--- src/rtl/mem_arb_pkg.sv ---
// Shared types and constants for the two-master data-memory arbiter.
package mem_arb_pkg;

    typedef enum logic [1:0] {
        ARB   = 2'd0,
        LOCK0 = 2'd1,
        LOCK1 = 2'd2
    } arb_state_e;

    localparam int unsigned NM    = 2;
    localparam logic        M_CPU = 1'b0;
    localparam logic        M_LDR = 1'b1;

endpackage

--- src/rtl/mem_arb_rr_pick2.sv ---
// Two-way round-robin picker: on a tie the master not granted last wins.
module rr_pick2
    import mem_arb_pkg::*;
(
    input  logic [NM-1:0] req,
    input  logic          last,
    output logic [NM-1:0] gnt
);

    always_comb begin
        gnt = '0;
        unique case (req)
            2'b01:   gnt = 2'b01;
            2'b10:   gnt = 2'b10;
            2'b11:   gnt = (last == M_LDR) ? 2'b01 : 2'b10;
            default: gnt = '0;
        endcase
    end

endmodule

--- src/rtl/mem_arbiter.sv ---
// Arbitrates a CPU data port and a loader/debug port onto one single-port
// data memory, with round-robin fairness and per-master bus locking.
module mem_arbiter
    import mem_arb_pkg::*;
#(
    parameter int unsigned AW = 32,
    parameter int unsigned DW = 32
) (
    input  logic          clk,
    input  logic          rst,
    input  logic [NM-1:0] m_req,
    input  logic [NM-1:0] m_we,
    input  logic [NM-1:0] m_lock,
    input  logic [AW-1:0] m0_addr,
    input  logic [AW-1:0] m1_addr,
    input  logic [DW-1:0] m0_wdata,
    input  logic [DW-1:0] m1_wdata,
    output logic [NM-1:0] m_gnt,
    output logic [NM-1:0] m_rvalid,
    output logic [DW-1:0] m_rdata,
    output logic          mem_wen,
    output logic [AW-1:0] mem_addr,
    output logic [DW-1:0] mem_wdata,
    input  logic [DW-1:0] mem_rdata
);

    arb_state_e    state_q, state_d;
    logic          rr_last_q, rr_last_d;
    logic [NM-1:0] rvalid_q, rvalid_d;
    logic [DW-1:0] rdata_q, rdata_d;
    logic [NM-1:0] pick_gnt;
    logic [NM-1:0] gnt_c;
    logic [NM-1:0] gnt;
    logic [NM-1:0] rd_gnt;

    rr_pick2 u_pick (
        .req  (m_req),
        .last (rr_last_q),
        .gnt  (pick_gnt)
    );

    // Grant selection and lock tracking; a lock holder keeps the bus only while requesting.
    always_comb begin
        gnt_c   = '0;
        state_d = state_q;
        unique case (state_q)
            ARB: begin
                gnt_c = pick_gnt;
                if (pick_gnt[M_CPU] && m_lock[M_CPU]) begin
                    state_d = LOCK0;
                end else if (pick_gnt[M_LDR] && m_lock[M_LDR]) begin
                    state_d = LOCK1;
                end
            end
            LOCK0: begin
                gnt_c[M_CPU] = m_req[M_CPU];
                if (!m_req[M_CPU] || !m_lock[M_CPU]) state_d = ARB;
            end
            default: begin
                gnt_c[M_LDR] = m_req[M_LDR];
                if (!m_req[M_LDR] || !m_lock[M_LDR]) state_d = ARB;
            end
        endcase
    end

    // Reset kills the grant immediately, not just at the next edge.
    assign gnt    = rst ? '0 : gnt_c;
    assign m_gnt  = gnt;
    assign rd_gnt = gnt & ~m_we;

    always_comb begin
        mem_wen   = 1'b0;
        mem_addr  = '0;
        mem_wdata = '0;
        if (gnt[M_CPU]) begin
            mem_wen   = m_we[M_CPU];
            mem_addr  = m0_addr;
            mem_wdata = m0_wdata;
        end else if (gnt[M_LDR]) begin
            mem_wen   = m_we[M_LDR];
            mem_addr  = m1_addr;
            mem_wdata = m1_wdata;
        end
    end

    always_comb begin
        rr_last_d = rr_last_q;
        if (|gnt) rr_last_d = gnt[M_LDR];
        rvalid_d = rd_gnt;
        rdata_d  = (|rd_gnt) ? mem_rdata : rdata_q;
    end

    always_ff @(posedge clk or posedge rst) begin
        if (rst) begin
            state_q   <= ARB;
            rr_last_q <= M_LDR;
            rvalid_q  <= '0;
            rdata_q   <= '0;
        end else begin
            state_q   <= state_d;
            rr_last_q <= rr_last_d;
            rvalid_q  <= rvalid_d;
            rdata_q   <= rdata_d;
        end
    end

    assign m_rvalid = rvalid_q;
    assign m_rdata  = rdata_q;

endmodule

--- config.mk ---
export PLATFORM = sky130hd
export DESIGN_NAME = mem_arbiter
export DESIGN_NICKNAME = d
export VERILOG_FILES = /design/src/rtl/mem_arb_pkg.sv /design/src/rtl/mem_arb_rr_pick2.sv /design/src/rtl/mem_arbiter.sv
export SDC_FILE = /design/constraint.sdc
export NUM_CORES = 1
export LEC_CHECK = 0
export CELL_PAD_IN_SITES_DETAIL_PLACEMENT = 0
export CELL_PAD_IN_SITES_GLOBAL_PLACEMENT = 1
export CORE_ASPECT_RATIO = 0.6
export CORE_UTILIZATION = 16
export CTS_BUF_LIST = sky130_fd_sc_hd__clkbuf_2
export CTS_CLUSTER_DIAMETER = 200
export DETAILED_ROUTE_END_ITERATION = 8
export GPL_ROUTABILITY_DRIVEN = 0
export PLACE_DENSITY_LB_ADDON = 0.1
export SYNTH_ARGS = -nofsm -noshare
export SYNTH_HDL_FRONTEND = slang
export SYNTH_SLANG_ARGS = --single-unit
--- constraint.sdc ---
create_clock -name clk -period 3.2 [get_ports clk]
set_input_delay 0.64 -clock clk [delete_from_list [all_inputs] [get_ports clk]]
set_output_delay 0.64 -clock clk [all_outputs]
set_load 0.01 [all_outputs]
==> qor.yml <==
outcome: "finished clean"
die_w_um: 154
power.leakage_nw: 2.17
ys_seq_area_share_pct: 41.9
first_global_vias: 2659
critPathBufInv: 4
synthTopCellsByArea: "dfrtp_1 41%, a22o_1 26%, mux2_4 20%, buf_2 1.6%, buf_6 1.5%"
synth_flop_cell: "dfrtp_1"
ys.warnings.count: 0
peakVddDrop_v: 0.000133
cp_slowest_cell: "clkdlybuf4s50_1"
grt_max_degree: 38
drv_cap: 0
numCtsBuffers: 5
critPathLaunchType: "primary input"
rows: 32
ios: 269
yosys.area.top_type: "dfrtp_1"
num_vias: 2576
grt.total_usage_pct: 14.4
worstPathArrival_ns: 2.41
postCtsHoldBufs: 0
antenna_left: 0
drive_gt1_share_pct: 14.1
grt_overflow_total: 0
die_area_um2: 14300
drv_slew: 0
setup_ws_ns: 0.155
rsz0062_at_grt: "no"
cts.path.max_buffers: 2
worst_pin_slew_ns: 0.491
synth_area_um2: 2210
antenna_found_initial: 0
max_stage_delay_ns: 0.53
crit_chain: "dlygate4sd2_1, nor3b_4, nor3_4, buf_12, bufbuf_16, a22o_1, clkdlybuf4s50_1"
coreArea_um2: 13200
clock.fmax_ghz: 0.328
n_fill_cell: 1274
drc: 0
fin_setup_tns_ns: 0
dp_hpwl_um: 8620
drtIter0Drc: 50
min_period_over_period_pct: 95.2
yosys_register_bits: 37
wl_per_cell_um: 17.7
grt_pass1_wl_um: 15500
hold_path_class: "in2async"
finalNetCount: 615
netlist-cell-type-count: 25
netlist_instances: 173
critical_path_class: "in2out"
clkSinkCount: 37
report.final.setup_viol: 0
worstSkewPairLatency_ns: 0.39
routed_wl_um: 10900
syn_to_final_growth_pct: 140
vias_per_cell: 4.17
skew_ns: 0.0103
syn_area_per_cell_um2: 12.8
slew_headroom_pct: 67.3
synth_top_area_share_pct: 40.7
die_y_um: 93.1
start_util_pct: 16.8
critical-path-top-delay-family: "buffers and inverters"
n_antenna_cell: 0
worst-endpoint-required_ns: 2.56
postSynth.asyncResetShare_pct: 100
clk_pin_slew_ns: 0.21
synthesis.nets: 341
crit_path_end_kind: "output pin"
synth_edf_count: 0
powerDensity_nw_per_um2: 374
holdWs_ns: 0.478
cts_root_buf: "clkbuf_2"
portBuffers: 268
layout_min_cycle_time_ns: 3.05
cts_tree: "done"
first_pass_iters: 4
dp_slack_ns: -0.0935
crit_fanout: 23
htree_levels: 2
finalHoldViolations: 0
-- cell type report --
cell class | count | area [um^2] | share of cell area, %
well taps | 170 | 213 | 4.01
multi-input cells | 114 | 1200 | 22.7
clock inverters | 3 | 17.5 | 0.330
inverters | 4 | 15.0 | 0.283
flip-flops and latches | 37 | 928 | 17.5
clock buffers | 5 | 25.0 | 0.471
repair buffers | 285 | 2910 | 54.7
-- cells by family after synthesis --
| group | share of synthesized area (%) |
|---|---|
| DFF | 41.9 |
| buffers and inverters | 5.15 |
| AOI/OAI and AO/OA | 29.0 |
| and+or+nand+nor | 2.55 |
| muxes | 21.4 |
-- where the power goes --
part	internal (mW)	leakage, nW	switching, mW
combinational	0.746	1.70	0.356
clock	0.0509	0.0287	0.171
sequential	0.590	0.440	0.0696
-- cell usage after synthesis (2+ instances only) --
| library cell | n |
|---|---|
| a21oi_1 | 2 |
| a22o_1 | 65 |
| buf_2 | 7 |
| buf_6 | 3 |
| clkbuf_1 | 7 |
| dfrtp_1 | 36 |
| inv_1 | 4 |
| mux2_1 | 2 |
| mux2_4 | 30 |
| o211a_1 | 2 |
-- state kept, by name, indices dropped and copies added (netlist names) --
register / count
m_rdata: 32
m_rvalid: 2
rr_last_q: 1
state_q: 2
-- per-stage QoR --
step | cells | power (mW) | utilization, % | instance area, um^2
global route | 618 | 2.11 | 40.3 | 5310
floorplan | 173 | 1.08 | - | 2210
CTS | 616 | 2.00 | 39.9 | 5260
finish | 618 | 1.98 | 40.3 | 5310
global placement | 606 | 1.75 | 39.1 | 5150
detailed placement | 606 | 1.75 | 39.1 | 5150
-- path summary, 6_finish.rpt --
| check | start | end | slack [ns] | depth (start not counted) |
|---|---|---|---|---|
| worst min-delay path | rst | m_rdata[10] | 0.48 | 3 |
| worst max register to register | rr_last_q | m_rdata[9] | 1.07 | 6 |
| min in group clk | m_rdata[16] | m_rdata[16] | 0.52 | 1 |
| worst max-delay path | m_req[1] | mem_addr[3] | 0.15 | 7 |
| worst min register to register | m_rdata[16] | m_rdata[16] | 0.52 | 1 |
| max in group asynchronous | rst | state_q[1] | 2.36 | 3 |
-- worst min-delay path, delay by kind of cell --
kind                   cells  cell delay [ns]
buffers and inverters      3             0.72
-- per-layer routing --
metal  wire (um)  up-vias  global-route usage [%]
met5           0        -                       0
met2        5530      116                    25.4
li1            -     1233                       -
met4         109        0                    2.83
met1        4590     1219                    17.5
met3         697        8                    4.03
-- timing repair --
action                                  in CTS  in global routing
buffers inserted                             1                  1
endpoints found under the setup margin      65                 23
pin swaps                                    1                  1
gates cloned                                 1                  1
resized for setup                            6                  4
endpoints found under the hold margin        0                  0
-- cells in the final DEF, fill, tap and decap left out, types with 2 or more instances in the layout --
cell type / instances
a21oi_1: 2
a22o_1: 65
buf_12: 4
buf_4: 10
clkbuf_2: 5
clkdlybuf4s50_1: 264
clkinv_2: 2
dfrtp_1: 35
dlygate4sd2_1: 3
inv_1: 4
mux2_1: 2
mux2_4: 30
(Power assumes the default switching activity.)
